**config.mk**
```make
export PLATFORM = sky130hd
export DESIGN_NAME = interrupt_request_controller
export DESIGN_NICKNAME = d
export VERILOG_FILES = /design/src/rtl/interrupt_request_controller.sv
export SDC_FILE = /design/constraint.sdc
export NUM_CORES = 1
export LEC_CHECK = 0
export BUFFER_PORTS_ARGS = -buffer_cell sky130_fd_sc_hd__buf_2
export CORE_MARGIN = 2
export CORE_UTILIZATION = 40
export DETAILED_ROUTE_END_ITERATION = 16
export GPL_TIMING_DRIVEN = 0
export PLACE_DENSITY = 0.71
export RECOVER_POWER = 100
export SETUP_SLACK_MARGIN = 0.02
export SYNTH_ARGS = -nofsm -noshare
export SYNTH_HDL_FRONTEND = slang
export SYNTH_SLANG_ARGS = --single-unit
```
**constraint.sdc**
```tcl
create_clock -name CLK -period 0.91 [get_ports CLK]
set_input_delay 0.2275 -clock CLK [delete_from_list [all_inputs] [get_ports CLK]]
set_output_delay 0.2275 -clock CLK [all_outputs]
set_load 0.03 [all_outputs]
```
**src/rtl/interrupt_request_controller.sv**
```systemverilog
// interrupt_request_controller
// Front end of the interrupt path: synchronises and edge-detects the external
// request lines, latches pending events, applies the INT1 mask, and turns the
// PC_LD_INT0/PC_LD_INT1 acknowledges into pending clears and a CAUSE index.
// Optional feature macro: IRQ_SYNC_EN
//   defined   -> 2-flop synchronisers on every request line (3 CLK latency)
//   undefined -> inputs feed the previous-value flops directly (1 CLK latency),
//                only for request lines that are already synchronous to CLK.
module interrupt_request_controller #(
   parameter int              N1         = 4,
   parameter int              CW         = 2,
   parameter logic [N1-1:0]   LEVEL_MASK = '0
) (
   input  logic          CLK,
   input  logic          RESET_N,
   input  logic          COMMIT,
   input  logic          IRQ0_IN,
   input  logic [N1-1:0] IRQ1_IN,
   input  logic          MASK_WR,
   input  logic [N1-1:0] MASK_DIN,
   input  logic          ACK0,
   input  logic          ACK1,
   output logic          INT0,
   output logic          INT1,
   output logic [CW-1:0] CAUSE,
   output logic [N1-1:0] PENDING,
   output logic [N1-1:0] MASK_OUT
);

   // Request levels after the (optional) synchroniser stage.
   logic          irq0_sync;
   logic [N1-1:0] irq1_sync;

   // Previous-value flops used by the rising-edge detectors.
   logic          irq0_prev;
   logic [N1-1:0] irq1_prev;

   // One-cycle event strobes from the edge detectors.
   logic          irq0_edge;
   logic [N1-1:0] irq1_edge;

   // Pending state, mask and the cause register.
   logic          pend0;
   logic [N1-1:0] pend1;
   logic [N1-1:0] pend1_next;
   logic [N1-1:0] mask;
   logic [CW-1:0] cause;

   // Priority resolution over the unmasked pending sources.
   logic [N1-1:0] active;
   logic          any_active;
   logic [CW-1:0] winner;

   // Acknowledges only take effect on a committed instruction.
   logic          ack0_fire;
   logic          ack1_fire;

`ifdef IRQ_SYNC_EN
   logic          irq0_meta;
   logic [N1-1:0] irq1_meta;

   // Two-flop synchronisers; reset high so a line held high through reset
   // never looks like a fresh rising edge.
   always_ff @(posedge CLK) begin
      if (!RESET_N) begin
         irq0_meta <= 1'b1;
         irq0_sync <= 1'b1;
         irq1_meta <= '1;
         irq1_sync <= '1;
      end else begin
         irq0_meta <= IRQ0_IN;
         irq0_sync <= irq0_meta;
         irq1_meta <= IRQ1_IN;
         irq1_sync <= irq1_meta;
      end
   end
`else
   assign irq0_sync = IRQ0_IN;
   assign irq1_sync = IRQ1_IN;
`endif

   // Previous-value flops, also reset high to suppress a spurious edge.
   always_ff @(posedge CLK) begin
      if (!RESET_N) begin
         irq0_prev <= 1'b1;
         irq1_prev <= '1;
      end else begin
         irq0_prev <= irq0_sync;
         irq1_prev <= irq1_sync;
      end
   end

   assign irq0_edge  = irq0_sync & ~irq0_prev;
   assign irq1_edge  = irq1_sync & ~irq1_prev;

   assign ack0_fire  = ACK0 & COMMIT;
   assign ack1_fire  = ACK1 & COMMIT;

   assign active     = pend1 & ~mask;
   assign any_active = |active;

   // Lowest-index unmasked pending source wins; scanning downwards lets the
   // lowest index overwrite any higher one.
   always_comb begin
      winner = '0;
      for (int i = N1 - 1; i >= 0; i--) begin
         if (active[i]) begin
            winner = CW'(i);
         end
      end
   end

   // Next pending state: level sources track the line, edge sources set on an
   // edge and clear on an acknowledge of that source, with set taking priority
   // so an event arriving during its own acknowledge is kept.
   always_comb begin
      pend1_next = pend1;
      for (int i = 0; i < N1; i++) begin
         if (LEVEL_MASK[i]) begin
            pend1_next[i] = irq1_sync[i];
         end else if (irq1_edge[i]) begin
            pend1_next[i] = 1'b1;
         end else if (ack1_fire && any_active && (winner == CW'(i))) begin
            pend1_next[i] = 1'b0;
         end
      end
   end

   // Non-maskable pending bit; a new edge beats a simultaneous acknowledge.
   always_ff @(posedge CLK) begin
      if (!RESET_N) begin
         pend0 <= 1'b0;
      end else if (irq0_edge) begin
         pend0 <= 1'b1;
      end else if (ack0_fire) begin
         pend0 <= 1'b0;
      end
   end

   // Maskable pending bits.
   always_ff @(posedge CLK) begin
      if (!RESET_N) begin
         pend1 <= '0;
      end else begin
         pend1 <= pend1_next;
      end
   end

   // Mask register; everything masked out of reset.
   always_ff @(posedge CLK) begin
      if (!RESET_N) begin
         mask <= '1;
      end else if (MASK_WR) begin
         mask <= MASK_DIN;
      end
   end

   // CAUSE captures the serviced source; an acknowledge with nothing
   // unmasked-pending leaves it untouched.
   always_ff @(posedge CLK) begin
      if (!RESET_N) begin
         cause <= '0;
      end else if (ack1_fire && any_active) begin
         cause <= winner;
      end
   end

   assign INT0     = pend0;
   assign INT1     = any_active;
   assign CAUSE    = cause;
   assign PENDING  = pend1;
   assign MASK_OUT = mask;

endmodule
```
# --- Word-level counts from Yosys, hierarchy flattened ---
# Cells that the tools add are included.
totals:
  regBits: 16
  latch_bits: 0
  ramBits: 0
  rom_bits: 0
  input_bits: 15
  out_inout_bits: 12
  word_cells: 46
  n_memories: 0
classes:
  addsub: 0
  multipliers: 0
  div_mod_pow: 0
  magnitude_cmp: 0
  eq_ne: 3
  shifts: 0
  n_mux: 14
  n_bitwise: 8
  n_reduce_logical: 12
op_table:
  columns: ["operator", "n"]
  rows:
  - ["1-bit two-way mux", 10]
  - ["2-bit nonzero test", 5]
  - ["4-bit AND", 2]
  - ["2-bit two-way mux", 4]
  - ["4-bit NOT", 2]
  - ["1-bit logical AND", 5]
  - ["2-bit equality test (second input constant)", 2]
  - ["4-bit OR reduction", 1]
  - ["1-bit AND", 3]
  - ["2-bit by 1-bit equality test with 1-bit output (second input constant)", 1]
  - ["2-bit logical NOT", 1]
  - ["1-bit NOT", 1]

# --- Depth between registers and ports, before layout ---
depth:
  depth_word: 10
  depth_mapped: 4
  ltp_nobuf: 4

# --- Least setup slack after synthesis ---
# No wires, ideal clock.
synth_path:
  path_type: "reg2out"
  from: "reg mask[0] (netlist: MASK_OUT[0])"
  to: "out INT1"
  arrival_ns: 1.057
  slack_ns: -0.375
  path_stages_with_launch: 4
  path_buffers: 0
  path_cell_list: "dfxtp_1 nand2b_4 and2_4 nand2_1"
synth_between:
  elab_chain_len: 3
synth_rtl:
  columns: ["item", "line_no", "source"]
  rows:
  - ["start: declaration", "46", "logic [N1-1:0] mask;"]
  - ["start signal: assignment", "152", "mask <= '1;"]
  - ["start signal: assignment", "154", "mask <= MASK_DIN;"]
  - ["4-bit NOT", "99", "assign active = pend1 & ~mask;"]
  - ["4-bit AND", "99", null]
  - ["4-bit OR reduction", "100", "assign any_active = |active;"]
  - ["end: declaration", "24", "output logic INT1,"]
# No other way between the ends.

# --- Worst setup path in the final report ---
layout_path:
  from: "reg pend1[2] (netlist: PENDING[2])"
  to: "out INT1"
layout_between:
  elab_chain_len: 2
layout_rtl:
  columns: ["item", "line_no", "source"]
  rows:
  - ["start: declaration", "44", "logic [N1-1:0] pend1;"]
  - ["start signal: assignment", "145", "pend1 <= pend1_next;"]
  - ["4-bit AND", "99", null]
  - ["4-bit OR reduction", "100", null]
# No other way between the ends.

==> results.toml <==
[clocking]
clockRootBuffer = "clkbuf_4"
cts_tree = "built"
clk_path_buf_depth = 2
clk_latency_ns = 0.28
postCtsHoldBufs = 0
cts_sinks = 16
cts_max_level = 1
cts.reportedPaths.clkPinSlew_ns = 0.09
cts_buffers = 3

[cells_and_area]
drive_gt1_frac = 0.615
num-nets-final = 125
stdcell_area_mm2 = 0.00112
seq_area_um2 = 354
areaGrowthSynthToFinish_pct = 67.7
final_cell_mix = "buf_6 (20), buf_2 (12), dfxtp_4 (8), nand2b_1 (8), nand2_1 (7)"
layout_commonest_cell = "buf_6"
multi_input_area_um2 = 375
final_cells = 125
fillers = 128
antennaDiodeCount = 0

[logic_synthesis]
synthXorXnorAreaFrac = 0
synth_mux_area_frac = 0.0598
synth_largest_area_cell = "dfxtp_1"
yosys.area.top_type_share = 0.479
synth_edf_count = 0
synthAdderAreaFrac = 0
synth_top_family_by_area = "simple AND/OR/NAND/NOR gates"
yosysWarnings = 0
synthTopCellsByArea = "dfxtp_1 (48%), nand2b_1 (8.4%), mux2i_1 (6.0%)"
synth-async-reset-ratio = 0
ys.flop_type = "dfxtp_1"
syn_inst = 66
synth-compound-area-share = 0.146
syn-num-nets = 81
ys_seq_elements = 16
synthSimpleGateAreaFrac = 0.293
syn_area_um2 = 669
synth-seq-area-share = 0.479
ys_types = 25
syn_avg_cell_area_um2 = 10.1

[pwr]
p_leak_nw = 0.490
max-vdd-ir-drop_v = 0.000846
cellPowerDensity_mw_per_mm2 = 1300

[setup_path]
cpLargestDelayFamily = "flip-flops"
cp_cell_sequence = "nor2b_4 > a21oi_4 > nand2_4 > buf_6"
slowest_stage = "dfxtp_4"
max_stage_delay_ns = 0.35
worst-path-buf-inv = 1
path_max_fanout = 2
crit_path_end_kind = "primary output"
cp.required_ns = 0.68
arrival_ns = 1.11
crit_type = "reg -> out"
cp-start-kind = "flop"

[drt]
dr.pass1.iters = 4
num_vias = 619
drc = 0
antenna_left = 0
routedWlPerCell_um = 13.2
wl_mm = 1.65
initialDrtViolationCount = 7
viasPerCell = 4.95

[global_routing]
grt_antenna_before_repair = 0
grt_pass1_vias = 599
grt_max_degree = 11
overflow = 0
grt_use_total = 0.175
grt_pass1_wl_mm = 2.57

[sta]
rsz0062_at_grt = "true"
relSlewSlack = 0.731
max_slew.worst_pin.slew_ns = 0.403
timing.final.crit_period_ns = 1.33
hold_viol = 0
fin_ws_ns = -0.423
report.final.slew_viol_count = 0
fin_crit_sh = 1.47
fin_skew_ns = 0.00449
finalSetupViolations = 18
fmax_ghz = 0.750

[floorplanning]
io-pin-count = 27
placementRows = 14
die-width_um = 44.9
dieHeight_um = 44.9
core_area_mm2 = 0.00154
initial_utilization = 0.434
die-area_mm2 = 0.00202

[placement]
placed_area_um2 = 852
io_buffers = 25
dp_hpwl_um = 978
gp_congestion = 0.713
dp.cells = 107

[worst_hold_path]
hold_path.class = "in -> reg"

[run_status]
outcome = "finished, violations left"
violations = "setup timing"

[flow_run]
drv_cap = 0
[area by class of cell]
| type | count | share of cell area |
|---|---|---|
| buffer | 2 | 0.00780 |
| clock buffer | 4 | 0.0234 |
| inverter | 1 | 0.00334 |
| multi-input combinational | 47 | 0.334 |
| sequential | 16 | 0.315 |
| tap | 16 | 0.0178 |
| timing repair buffer | 39 | 0.298 |
[synth_stat cells (2+ instances only)]
master / number
o21ai_0: 4
nand3_1: 2
a21boi_1: 2
nand2_1: 8
mux2i_1: 4
nand2b_1: 9
nor2_1: 2
dfxtp_1: 16
nor2b_1: 3
[metal layers]
layer / vias up / routed length (um) / global-route usage
li1: 312 / - / -
met1: 284 / 716 / 0.226
met2: 21 / 811 / 0.272
met3: 2 / 109 / 0.0320
met4: 0 / 9 / 0.100
met5: - / 0 / 0
[power breakdown]
part	internal [mW]	total, mW	leakage, nW	switching (mW)
registers	0.727	0.760	0.137	0.0326
clock network	0.170	0.378	0.0150	0.208
logic	0.165	0.318	0.339	0.153
[flip-flops by register name (all words and copies together) (netlist names)]
name       count
MASK_OUT       4
INT0           1
irq0_prev      1
irq1_prev      4
CAUSE          2
PENDING        4
[final timing paths]
| path | end | from | slack (ns) | cells after the start |
|---|---|---|---|---|
| setup / recovery | INT1 | PENDING[2] | -0.42 | 4 |
| hold / removal | irq1_prev[2] | IRQ1_IN[2] | 0.14 | 2 |
| setup reg to reg | CAUSE[1] | PENDING[2] | -0.31 | 6 |
| hold reg to reg | PENDING[3] | irq1_prev[3] | 0.49 | 2 |
[cells by family (layout without fill, tap and decap cells)]
kind of cell / Yosys count / in the layout
compound gates: 13 / 13
mux: 4 / 4
flops: 16 / 16
buf+inv: 3 / 46
simple gates: 30 / 30
[metrics by stage]
| step | utilization | TNS, ns | setup WS, ns | total power, mW | hold WS [ns] |
|---|---|---|---|---|---|
| 2_1_floorplan | - | -0.537 | -0.147 | 0.915 | 0.301 |
| 3_3_place_gp | 0.553 | -0.512 | -0.185 | 0.988 | 0.422 |
| 3_5_place_dp | 0.553 | -0.558 | -0.191 | 0.993 | 0.426 |
| 4_1_cts | 0.679 | -2.63 | -0.424 | 1.43 | 0.131 |
| 5_1_grt | 0.728 | -3.87 | -0.456 | 1.53 | 0.145 |
| 6_report | 0.728 | -3.15 | -0.423 | 1.46 | 0.142 |
[what timing repair did]
action                     CTS  global route
pin swaps                    1             6
hold endpoints to repair     0             0
cloned                       0             0
setup endpoints to repair   16            20
gates resized for setup     34            12
buffers inserted             9             7
(Power assumes the default switching activity.)
